<file path="config.mk">
export PLATFORM = sky130hd
export DESIGN_NAME = apb_slave_regbank
export DESIGN_NICKNAME = d
export VERILOG_FILES = /design/src/rtl/apb_slave_regbank.sv
export SDC_FILE = /design/constraint.sdc
export NUM_CORES = 1
export LEC_CHECK = 0
export ABC_AREA = 1
export CELL_PAD_IN_SITES_DETAIL_PLACEMENT = 1
export CELL_PAD_IN_SITES_GLOBAL_PLACEMENT = 1
export CORE_ASPECT_RATIO = 2
export CORE_UTILIZATION = 42
export CTS_CLUSTER_SIZE = 30
export DETAILED_ROUTE_END_ITERATION = 16
export GPL_TIMING_DRIVEN = 1
export PLACE_DENSITY = 0.76
export SETUP_SLACK_MARGIN = 0.15
export SLEW_MARGIN = 10
export SYNTH_ARGS = -nofsm -noshare
export SYNTH_HDL_FRONTEND = slang
export SYNTH_SLANG_ARGS = --single-unit
</file>
<file path="constraint.sdc">
create_clock -name HCLK -period 54.4 [get_ports HCLK]
set_input_delay 10.88 -clock HCLK [delete_from_list [all_inputs] [get_ports HCLK]]
set_output_delay 10.88 -clock HCLK [all_outputs]
set_load 0.005 [all_outputs]
</file>
<file path="src/rtl/apb_slave_regbank.sv">
// APB completer: NUM_REGS x 32-bit register bank (reg 0 = read-only ID) with programmable wait states.
// Optional byte-strobe support is enabled by defining APB_PSTRB_EN.
module apb_slave_regbank #(
    parameter int                ADDR_W      = 32,
    parameter int                DATA_W      = 32,
    parameter int                NUM_REGS    = 16,
    parameter logic [ADDR_W-1:0] BASE_ADDR   = 32'h0000_1000,
    parameter int                WAIT_CYCLES = 1,
    parameter logic [DATA_W-1:0] ID_VALUE    = 32'hA5A5_0001
) (
    input  logic                HCLK,
    input  logic                HRESET,
    input  logic [ADDR_W-1:0]   PADDR,
    input  logic                PWRITE,
    input  logic                PSEL,
    input  logic                PENABLE,
    input  logic [DATA_W-1:0]   PWDATA,
`ifdef APB_PSTRB_EN
    input  logic [DATA_W/8-1:0] PSTRB,
`endif
    output logic [DATA_W-1:0]   PRDATA,
    output logic                PREADY,
    output logic                PSLVERR
);

    localparam int IDX_W = $clog2(NUM_REGS);
    // 33-bit limit so a bank ending at the top of the address space cannot wrap
    localparam logic [ADDR_W:0] LIMIT = {1'b0, BASE_ADDR} + (ADDR_W+1)'(4 * NUM_REGS);

    typedef enum logic {IDLE, ACCESS} state_e;

    state_e                             state_q, state_d;
    logic [NUM_REGS-1:0][DATA_W-1:0]    regs_q, regs_d;
    logic [IDX_W-1:0]                   idx_q, idx_d;
    logic                               write_q, write_d;
    logic [DATA_W-1:0]                  wdata_q, wdata_d;
    logic                               err_q, err_d;
    logic [3:0]                         cnt_q, cnt_d;
    logic [DATA_W-1:0]                  prdata_q, prdata_d;
    logic                               pready_q, pready_d;
    logic                               pslverr_q, pslverr_d;
    logic [DATA_W/8-1:0]                strb_q, strb_d;

    logic [IDX_W-1:0]                   req_idx;
    logic                               req_err;
    logic                               rd_strb_err;
    logic [DATA_W/8-1:0]                req_strb;

`ifdef APB_PSTRB_EN
    assign req_strb    = PSTRB;
    assign rd_strb_err = !PWRITE && (PSTRB != '0);
`else
    assign req_strb    = '1;
    assign rd_strb_err = 1'b0;
`endif

    assign req_idx = IDX_W'((PADDR - BASE_ADDR) >> 2);
    assign req_err = (PADDR < BASE_ADDR) || ({1'b0, PADDR} >= LIMIT) || (PADDR[1:0] != 2'b00)
                   || (PWRITE && (req_idx == '0)) || rd_strb_err;

    always_comb begin
        state_d   = state_q;
        regs_d    = regs_q;
        idx_d     = idx_q;
        write_d   = write_q;
        wdata_d   = wdata_q;
        err_d     = err_q;
        cnt_d     = cnt_q;
        prdata_d  = prdata_q;
        pready_d  = pready_q;
        pslverr_d = pslverr_q;
        strb_d    = strb_q;
        case (state_q)
            IDLE: begin
                // PSEL with PENABLE already high is not a legal setup phase and is ignored
                if (PSEL && !PENABLE) begin
                    state_d   = ACCESS;
                    idx_d     = req_idx;
                    write_d   = PWRITE;
                    wdata_d   = PWDATA;
                    strb_d    = req_strb;
                    err_d     = req_err;
                    cnt_d     = 4'(WAIT_CYCLES);
                    pready_d  = (WAIT_CYCLES == 0);
                    pslverr_d = req_err && (WAIT_CYCLES == 0);
                    if (!PWRITE)
                        prdata_d = req_err ? '0 : ((req_idx == '0) ? ID_VALUE : regs_q[req_idx]);
                end
            end
            ACCESS: begin
                if (!PSEL) begin
                    state_d   = IDLE;
                    pready_d  = 1'b0;
                    pslverr_d = 1'b0;
                end else if (pready_q) begin
                    if (write_q && !err_q) begin
                        for (int b = 0; b < DATA_W/8; b++)
                            if (strb_q[b]) regs_d[idx_q][8*b +: 8] = wdata_q[8*b +: 8];
                    end
                    state_d   = IDLE;
                    pready_d  = 1'b0;
                    pslverr_d = 1'b0;
                end else begin
                    cnt_d = cnt_q - 4'd1;
                    if (cnt_q == 4'd1) begin
                        pready_d  = 1'b1;
                        pslverr_d = err_q;
                    end
                end
            end
            default: state_d = IDLE;
        endcase
    end

    always_ff @(posedge HCLK or posedge HRESET) begin
        if (HRESET) begin
            state_q   <= IDLE;
            regs_q    <= '0;
            idx_q     <= '0;
            write_q   <= 1'b0;
            wdata_q   <= '0;
            err_q     <= 1'b0;
            cnt_q     <= '0;
            prdata_q  <= '0;
            pready_q  <= 1'b0;
            pslverr_q <= 1'b0;
            strb_q    <= '0;
        end else begin
            state_q   <= state_d;
            regs_q    <= regs_d;
            idx_q     <= idx_d;
            write_q   <= write_d;
            wdata_q   <= wdata_d;
            err_q     <= err_d;
            cnt_q     <= cnt_d;
            prdata_q  <= prdata_d;
            pready_q  <= pready_d;
            pslverr_q <= pslverr_d;
            strb_q    <= strb_d;
        end
    end

    assign PRDATA  = prdata_q;
    assign PREADY  = pready_q;
    assign PSLVERR = pslverr_q;

endmodule

</file>
==> flow_summary_export.csv, run 1 <==
group,metric,value,unit
sta,fin_setup_tns,0,ns
floorplanning,rows,131,
pwr,power.switching,0.000257,W
logic_synthesis,seq_area_frac_synth,54.2,%
setup_path,crit_path_end_kind,"flop",
setup_path,critPathTopFamily,"buffers and inverters",
logic_synthesis,yosysWarnings,0,
sta,setup_violations,0,
clock_tree,clk_pin_slew_worst_paths,0.07,ns
floorplanning,ioPinCount,103,
cells_and_area,multi_input_area,10500,um^2
floorplanning,dieArea,65400,um^2
sta,fmax,73.6,MHz
setup_path,reg2reg_depth,7,
pwr,powerDensity,31.0,nW/um^2
placed_design,io_buffers,102,
sta,rsz0062_at_grt,"false",
sta,maxSlewHeadroom,19.0,%
pwr,peakVddDrop,21.0,uV
setup_path,worstSetupEndpoint,"PRDATA[25]",
global_route,grt.total_usage,29.0,%
global_route,use_met2,53.1,%
cells_and_area,regArea,14600,um^2
setup_path,path_buf_inv,5,
floorplanning,start_util,42.4,%
placed_design,post-place-ws,40.23,ns
clock_tree,ctsLongestPathBuffers,3,
logic_synthesis,avgSynthCellArea,7.86,um^2
clock_tree,clk_latency,0.62,ns
worst_hold_path,min_path_type,"flop to flop",
sta,slew_viol_final,0,
placed_design,dp_hpwl,55500,um
pwr,seq_power_share,49.2,%
clock_tree,postCtsSetupBuffers,0,
detailed_routing,wl_per_cell,22.1,um
global_route,grt_max_degree,148,
global_route,gr-total-overflow,0,
pwr,p_sw_share,27.6,%
setup_path,arrival,14.09,ns
logic_synthesis,syn_nets,3509,
sta,hold_viol_final,0,
floorplanning,die_x,181,um
pwr,combPwrFrac,9.6,%
setup_path,r2r_start,"state_q",
detailed_routing,first_pass_iters,5,
global_route,use_met3,3.42,%
global_route,busiest_layer,"met2",
setup_path,rrSetupSlack,51.28,ns
placed_design,gp_congestion,0.818,
global_route,use_met1,33.7,%
sta,fin_crit,13.60,ns
clock_tree,cts_tree,"built",
sta,layout_setup_ws,40.80,ns
pwr,pwr-share-clk,41.2,%
setup_path,path_cells,"buf_8 > inv_6 > buf_4 > nand3_1 > inv_1 > nor2_2 > buf_4 > nand3_1 > nand2_1",
global_route,grt_pass1_vias,25700,
sta,worst_pin_slew,1.21,ns
pwr,internal_power,0.000675,W
clock_tree,h-tree-depth,2,
floorplanning,die-height,361,um
clock_tree,hold_buffers,0,
pwr,power.total,0.000932,W
global_route,grt_pass1_wl,147000,um
global_route,antenna_found_initial,0,
clock_tree,cts_root_buffer,"clkbuf_16",
detailed_routing,routed_wl,93000,um
detailed_routing,drc,0,
setup_path,start_kind,"input port",
clock_tree,cts.sinks,585,
pwr,p_leak,14.0,nW
flow_run,cap_viol_max_count,0,
clock_tree,cts.repair.resized,0,
setup_path,reg2reg_to,"PRDATA[18]",
sta,fin_crit_sh,25.0,%
cells_and_area,synthToLayoutAreaGrowth,11.1,%
clock_tree,cts_buffers,53,
logic_synthesis,synth_cell_types,35,
cells_and_area,fin_nets,3456,
detailed_routing,drt-initial-drc-count,1605,
cells_and_area,n_antenna_cell,0,
logic_synthesis,netlist_instances,3438,
logic_synthesis,syn-cell-area,27000,um^2
detailed_routing,drt.antenna.violating_nets,0,
setup_path,crit_type,"input port to flop",
setup_path,required,54.89,ns
sta,finClkSkew,0.0175,ns
detailed_routing,routed-via-count,23700,
cells_and_area,layout-drive-gt1-share,5.27,%
status,status,"completed",
setup_path,cp_num_cells,9,
setup_path,slowest_stage,"nand3_1",
logic_synthesis,yosys_register_bits,585,
detailed_routing,viasPerCell,5.62,
setup_path,crit_path_start,"PADDR[2]",
setup_path,cpPeakStageDelay,0.64,ns
cells_and_area,fill_cells,7751,
setup_path,path_max_fanout,129,
floorplanning,core-area,63800,um^2
[worst min-delay path by stage]
stage           startpoint     endpoint  slack (ns)  cells after the start
3_5_place_dp     PRDATA[9]    PRDATA[9]        0.47                      2
5_1_grt          PRDATA[9]    PRDATA[9]        0.50                      2
2_1_floorplan    strb_q[0]    strb_q[0]        0.44                      1
4_1_cts          PRDATA[9]    PRDATA[9]        0.49                      2
3_3_place_gp   regs_q[390]  regs_q[390]        0.46                      2
6_report       regs_q[401]  regs_q[401]        0.48                      2
[per-layer routing]
layer / vias up / share of wire [%]
met5: - / 0
met4: 0 / 4.2
met3: 213 / 4.7
met2: 603 / 52
met1: 12100 / 39
li1: 10800 / -
[worst min-delay path: stages, from the launching register on]
cell and delay, ns:
dfrtp_1 0.34, nand2_1 0.05, o21ai_0 0.06
[synth_stat cells]
cell type | number | area, um^2
or2_1 | 1 | 6.26
inv_1 | 219 | 822
inv_2 | 9 | 33.8
nand4_2 | 2 | 25.0
dfrtp_1 | 585 | 14600
nand3_1 | 274 | 1370
nand4_1 | 9 | 56.3
o21ai_0 | 496 | 2480
o211ai_1 | 33 | 248
nand3_4 | 1 | 17.5
nor2_1 | 108 | 405
or2_2 | 16 | 100
buf_2 | 62 | 310
nand3b_4 | 2 | 40.0
nand2_2 | 3 | 18.8
nor3_1 | 3 | 15.0
a21boi_0 | 1 | 7.51
nor2_4 | 1 | 11.3
buf_6 | 7 | 78.8
buf_4 | 4 | 30.0
buf_1 | 24 | 90.1
o21ai_1 | 42 | 210
nand2_1 | 1323 | 4970
ha_1 | 2 | 25.0
o21a_1 | 27 | 203
o22ai_1 | 1 | 6.26
inv_4 | 1 | 6.26
nor2_2 | 13 | 81.3
buf_8 | 1 | 15.0
nand3_2 | 1 | 10.0
a21oi_1 | 15 | 75.1
nor3_4 | 1 | 16.3
nand4_4 | 2 | 42.5
nand3b_1 | 1 | 7.51
clkbuf_1 | 148 | 556
[power by group through the flow]
| stage | clock [W] | sequential, W | combinational (W) |
|---|---|---|---|
| finish | 0.000384 | 0.000458 | 0.0000893 |
| global route | 0.000403 | 0.000459 | 0.0000987 |
| CTS | 0.000389 | 0.000458 | 0.0000902 |
| detailed placement | 0 | 0.000466 | 0.0000894 |
| global placement | 0 | 0.000466 | 0.0000868 |
| floorplan | 0 | 0.000457 | 0.0000602 |
[sequential cells by signal (all words and copies together), names as in the netlist]
register  flops
write_q       1
regs_q      507
PSLVERR       1
err_q         1
cnt_q         4
idx_q         4
wdata_q      32
strb_q        1
PRDATA       32
PREADY        1
state_q       1
[kinds of logic (layout without fill, tap and decap cells)]
kind of cell | count (synthesis) | in the layout | synth area share (%)
and+or+nand+nor | 1761 | 1761 | 26.6
AOI/OAI and AO/OA | 615 | 615 | 12.0
DFF | 585 | 585 | 54.2
buffers and inverters | 475 | 455 | 7.18
adders and majority gates | 2 | 2 | 0.0926
[area by class of cell]
class	instances	share of cell area [%]
flip-flops and latches	585	48.8
multi-input cells	2378	35.0
clock buffers	74	5.19
repair buffers	138	4.33
well taps	798	3.33
inverters	229	2.91
clock inverters	14	0.504
[placed cells by master (no fill, tap or decap), types with 4 or more instances in the layout]
cell and count:
a21oi_1 15, buf_4 36, clkbuf_1 8, clkbuf_16 55, clkbuf_8 11, clkdlybuf4s50_1 99
clkinv_2 9, dfrtp_1 585, inv_1 217, inv_2 9, nand2_1 1322, nand2_2 4
nand3_1 272, nand4_1 9, nor2_1 104, nor2_2 12, nor2_4 6, o211ai_1 33
o21a_1 27, o21ai_0 496, o21ai_1 42, or2_2 16
[through the flow]
| step | utilization [%] | std cells | instance area [um^2] | hold slack (ns) |
|---|---|---|---|---|
| 2_1_floorplan | - | 3438 | 27000 | 0.440 |
| 3_3_place_gp | 44.4 | 4128 | 28300 | 0.459 |
| 3_5_place_dp | 44.4 | 4128 | 28300 | 0.469 |
| 4_1_cts | 47.1 | 4216 | 30000 | 0.487 |
| 5_1_grt | 47.1 | 4216 | 30000 | 0.505 |
| 6_report | 47.1 | 4216 | 30000 | 0.480 |
Power figures use the tool's default switching activity.
==> run 2: changes to the inputs <==
Settings changed: PLACE_DENSITY 0.76 to 0.79.
Clock period 54.4 ns to 11.15 ns, I/O delays scaled along.
==> run 2 against run 1 <==
Net effect: combinational power rose to 4.9 times the previous value; critical endpoint is now PRDATA[14]; register-to-register slack worse by 43 ns; largest power group unchanged; global-route usage down 0.76 points; flip-flop and latch count unchanged; core utilization up 0.21 points; clock skew down 0.0015 ns.
==> flow_summary_export.csv, run 2 (synthesis gave the netlist of run 1 again) <==
group,metric,value,unit
setup_path,required,11.65,ns
sta,maxSlewHeadroom,26.6,%
clock_tree,postCtsSetupBuffers,0,
status,status,"completed",
clock_tree,cts_buffers,52,
detailed_routing,drc,0,
setup_path,cpPeakStageDelay,0.67,ns
floorplanning,dieArea,65400,um^2
sta,slew_viol_final,0,
placed_design,dp_hpwl,54200,um
cells_and_area,largest_reg_flops,507,
flow_run,cap_viol_max_count,0,
floorplanning,ioPinCount,103,
clock_tree,h-tree-depth,2,
setup_path,path_buf_inv,6,
cells_and_area,fin_nets,3455,
sta,layout_setup_ws,6.42,ns
pwr,powerDensity,153,nW/um^2
detailed_routing,drt.antenna.violating_nets,0,
pwr,internal_power,0.00336,W
clock_tree,cts.sinks,585,
setup_path,path_cells,"clkdlybuf4s50_1 > buf_4 > inv_2 > buf_4 > nand3_1 > inv_1 > nor2_2 > buf_4 > nand3_1 > nand2_1",
detailed_routing,routed-via-count,23600,
global_route,gr-total-overflow,0,
pwr,p_leak,14.1,nW
setup_path,critPathTopFamily,"buffers and inverters",
global_route,grt_pass1_vias,25400,
setup_path,slowest_stage,"buf_4",
global_route,grt.total_usage,28.3,%
floorplanning,core-area,63800,um^2
pwr,pwr-share-clk,42.1,%
clock_tree,cts_root_buffer,"clkbuf_16",
pwr,p_sw_share,27.0,%
detailed_routing,wl_per_cell,21.5,um
pwr,power.switching,0.00124,W
setup_path,arrival,5.23,ns
clock_tree,ctsLongestPathBuffers,3,
sta,fmax,211,MHz
sta,finClkSkew,0.0160,ns
floorplanning,rows,131,
sta,holdWs,0.483,ns
cells_and_area,top_register,"regs_q",
detailed_routing,first_pass_iters,5,
pwr,combPwrFrac,9.4,%
detailed_routing,viasPerCell,5.59,
cells_and_area,synthToLayoutAreaGrowth,11.5,%
global_route,grt_pass1_wl,144000,um
worst_hold_path,min_path_type,"flop to flop",
cells_and_area,final_cell_mix,"1322 x nand2_1, 585 x dfrtp_1, 496 x o21ai_0",
placed_design,io_buffers,102,
floorplanning,die_x,181,um
detailed_routing,routed_wl,90700,um
detailed_routing,drt-initial-drc-count,1764,
clock_tree,cts_tree,"built",
setup_path,crit_path_end_kind,"flop",
setup_path,start_kind,"input port",
sta,fin_crit,4.73,ns
cells_and_area,layout_commonest_cell,"nand2_1",
clock_tree,clk_latency,0.61,ns
sta,worst_pin_slew,1.10,ns
pwr,peakVddDrop,132,uV
global_route,grt_max_degree,175,
setup_path,crit_type,"input port to flop",
clock_tree,cts.repair.resized,0,
sta,setup_violations,0,
floorplanning,die-height,361,um
clock_tree,hold_buffers,0,
floorplanning,start_util,42.4,%
placed_design,post-place-ws,5.82,ns
setup_path,path_max_fanout,53,
placed_design,gp_congestion,0.836,
cells_and_area,n_antenna_cell,0,
setup_path,worst_path_most_repeated_cell,"buf_4",
cells_and_area,layout-drive-gt1-share,5.34,%
sta,hold_viol_final,0,
sta,fin_crit_sh,42.4,%
global_route,antenna_found_initial,0,
sta,fin_setup_tns,0,ns
pwr,seq_power_share,48.5,%
clock_tree,clk_pin_slew_worst_paths,0.06,ns
sta,rsz0062_at_grt,"false",
==> run 2: metrics by stage <==
| step | total power [W] | utilization, % | instances | cell area [um^2] |
|---|---|---|---|---|
| 2_1_floorplan | 0.00252 | - | 3438 | 27000 |
| 3_3_place_gp | 0.00269 | 44.4 | 4128 | 28300 |
| 3_5_place_dp | 0.00271 | 44.4 | 4128 | 28300 |
| 4_1_cts | 0.00464 | 47.3 | 4222 | 30100 |
| 5_1_grt | 0.00476 | 47.3 | 4222 | 30100 |
| 6_report | 0.00461 | 47.3 | 4222 | 30100 |
==> run 2: worst reg2reg max path: cells and delay by family (launching register included) <==
| kind | cells | cell delay (ns) |
|---|---|---|
| DFF | 1 | 0.44 |
| buffers and inverters | 2 | 0.55 |
| and+or+nand+nor | 5 | 1.84 |
==> run 2: power by group through the flow <==
stage	registers (W)	clock network [W]	logic, W
after floorplan	0.00223	0	0.000294
after global placement	0.00227	0	0.000422
after detailed placement	0.00227	0	0.000434
after CTS	0.00223	0.00197	0.000437
after global routing	0.00224	0.00204	0.000481
final	0.00223	0.00194	0.000434
==> run 2: final timing paths <==
check | startpoint | endpoint | slack (ns) | cells past startpoint
min in group asynchronous | HRESET | regs_q[166] | 2.29 | 3
worst max-delay path | PADDR[5] | PRDATA[14] | 6.42 | 10
worst max register to register | state_q | PRDATA[20] | 8.26 | 7
worst min register to register | regs_q[398] | regs_q[398] | 0.48 | 2
worst min-delay path | regs_q[398] | regs_q[398] | 0.48 | 2
max in group asynchronous | HRESET | regs_q[252] | 6.74 | 5
==> run 2: cell type report <==
class,instances,area [um^2]
multi-input combinational,2378,10500
fill,7688,33600
sequential,585,14600
timing repair buffer,138,1340
clock buffer,81,1610
clock inverter,13,198
inverter,229,871
tap,798,998
==> run 2: per-layer routing <==
| layer | vias to the layer above | routed length (um) | track usage (%) |
|---|---|---|---|
| met1 | 12000 | 36100 | 33.7 |
| met3 | 169 | 3960 | 3.04 |
| met4 | 0 | 3230 | 11.1 |
| li1 | 10800 | - | - |
| met2 | 599 | 47400 | 51.5 |
| met5 | - | 0 | 0 |
==> run 3: changes to the inputs <==
Settings changed: PLACE_DENSITY 0.79 to 0.76.
Clock period 11.15 ns to 4.94 ns, I/O delays scaled along.
==> run 3 against run 2 <==
Net effect: critical endpoint is now PRDATA[20]; design area grew 0.73%; setup slack lost 5.1 ns; clock power grew 120%; via count grew 0.89%; core utilization grew 0.34 points; worst hold slack lost 0.0034 ns; highest routed layer unchanged; routed wire length grew 3.8%; total power grew 120%; non-clock buffer count grew 24.
==> flow_summary_export.csv, run 3 (synthesis gave the netlist of run 1 again) <==
group,metric,value,unit
status,status,"completed",
clock_tree,h-tree-depth,2,
floorplanning,rows,131,
setup_path,critPathTopFamily,"simple AND/OR/NAND/NOR gates",
clock_tree,cts_tree,"built",
cells_and_area,n_antenna_cell,0,
sta,fin_setup_tns,0,ns
pwr,powerDensity,341,nW/um^2
clock_tree,cts_buffers,54,
worst_hold_path,min_path_type,"flop to flop",
clock_tree,clk_pin_slew_worst_paths,0.07,ns
global_route,use_met3,3.00,%
setup_path,worst_path_most_repeated_cell,"nor2_1",
floorplanning,die_x,181,um
cells_and_area,fin_nets,3481,
setup_path,required,5.48,ns
pwr,pwr-share-clk,40.7,%
sta,finClkSkew,0.0220,ns
detailed_routing,drt.antenna.violating_nets,0,
clock_tree,ctsLongestPathBuffers,3,
detailed_routing,viasPerCell,5.61,
cells_and_area,layoutNonFillerInstCount,4248,
clock_tree,clk_latency,0.62,ns
cells_and_area,top_register,"regs_q",
sta,setup_violations,0,
pwr,power.switching,0.00292,W
cells_and_area,synthToLayoutAreaGrowth,12.4,%
sta,worst_pin_slew,1.02,ns
pwr,seq_power_share,49.0,%
cells_and_area,layout-drive-gt1-share,5.97,%
sta,holdWs,0.480,ns
clock_tree,cts_root_buffer,"clkbuf_16",
detailed_routing,drt-initial-drc-count,1633,
detailed_routing,routed-via-count,23800,
detailed_routing,drc,0,
setup_path,slowest_stage,"nor2_1",
floorplanning,dieArea,65400,um^2
detailed_routing,routed_wl,94100,um
cells_and_area,largest_reg_flops,507,
setup_path,start_kind,"input port",
placed_design,gp_congestion,0.853,
clock_tree,hold_buffers,0,
global_route,grt_pass1_vias,26000,
cells_and_area,final_cell_mix,"1322 x nand2_1, 585 x dfrtp_1, 496 x o21ai_0",
sta,maxSlewHeadroom,31.7,%
setup_path,crit_type,"input port to flop",
sta,fmax,274,MHz
setup_path,path_cells,"clkdlybuf4s50_1 > inv_2 > nor2_1 > nand2_1 > nor2_1 > inv_2 > nor2_1 > nand3_1 > nand2_1",
floorplanning,start_util,42.4,%
global_route,busiest_layer,"met2",
detailed_routing,wl_per_cell,22.2,um
setup_path,path_max_fanout,35,
sta,fin_crit_sh,73.9,%
global_route,gr-total-overflow,0,
pwr,power.total,0.0103,W
pwr,p_leak,14.2,nW
flow_run,cap_viol_max_count,0,
setup_path,crit_path_end_kind,"flop",
placed_design,dp.cells,4152,
setup_path,cpPeakStageDelay,0.94,ns
clock_tree,postCtsSetupBuffers,0,
placed_design,io_buffers,102,
clock_tree,cts.repair.resized,0,
global_route,grt.total_usage,29.5,%
cells_and_area,layout_commonest_cell,"nand2_1",
global_route,antenna_found_initial,0,
floorplanning,die-height,361,um
floorplanning,ioPinCount,103,
clock_tree,cts.sinks,585,
floorplanning,core-area,63800,um^2
cells_and_area,fill_cells,7705,
detailed_routing,first_pass_iters,5,
placed_design,dp_hpwl,59300,um
pwr,internal_power,0.00742,W
setup_path,arrival,4.19,ns
pwr,combPwrFrac,10.3,%
sta,fin_crit,3.65,ns
global_route,grt_pass1_wl,149000,um
pwr,peakVddDrop,274,uV
sta,hold_viol_final,0,
sta,slew_viol_final,0,
pwr,p_sw_share,28.2,%
setup_path,path_buf_inv,3,
global_route,grt_max_degree,127,
global_route,use_met1,34.5,%
global_route,use_met2,53.0,%
sta,rsz0062_at_grt,"false",
-- run 3: changes by cell type in the layout (fill, tap and decap cells not counted), moves of 3 or more --
cell	delta
buf_12	+10
clkbuf_1	+3
buf_4	+14
clkinv_2	+5
clkinvlp_4	+3
bufinv_16	-3
clkbuf_8	-7
-- run 3: final timing paths --
| path | slack (ns) | start | to | cells past startpoint |
|---|---|---|---|---|
| setup reg to reg | 1.81 | state_q | PRDATA[20] | 7 |
| max in group asynchronous | 2.96 | HRESET | regs_q[455] | 3 |
| min in group asynchronous | 0.93 | HRESET | regs_q[20] | 2 |
| setup / recovery | 1.29 | PSEL | PRDATA[20] | 9 |
| hold reg to reg | 0.48 | strb_q[0] | strb_q[0] | 1 |
| hold / removal | 0.48 | strb_q[0] | strb_q[0] | 1 |
-- run 3: layer usage --
layer  wire length [um]  part of all wire, %  vias to the layer above
li1                   -                    -                    10800
met1              37200                   39                    12100
met2              48400                   51                      656
met3               3740                  4.0                      228
met4               4850                  5.2                        0
met5                  0                    0                        -
-- run 3: per-stage QoR --
step	util (%)	instance area (um^2)	worst slack [ns]
finish	47.6	30400	1.29
CTS	47.6	30400	1.38
global route	47.6	30400	1.18
detailed placement	44.9	28600	0.776
global placement	44.9	28600	0.863
floorplan	-	27000	-4.02
-- run 3: power groups by stage --
stage	Sequential, W	Combinational, W	Clock, W
after floorplan	0.00504	0.000664	0
after global placement	0.00515	0.00104	0
after detailed placement	0.00515	0.00106	0
after CTS	0.00506	0.00107	0.00428
after global routing	0.00507	0.00116	0.00442
final	0.00507	0.00106	0.00421
-- run 3: layout make-up --
type	instances	area [um^2]	share of cell area [%]
timing repair buffer	162	1640	5.41
tap	798	998	3.29
clock buffer	79	1580	5.19
sequential	585	14600	48.2
inverter	229	871	2.87
multi-input combinational	2378	10500	34.6
clock inverter	17	146	0.482
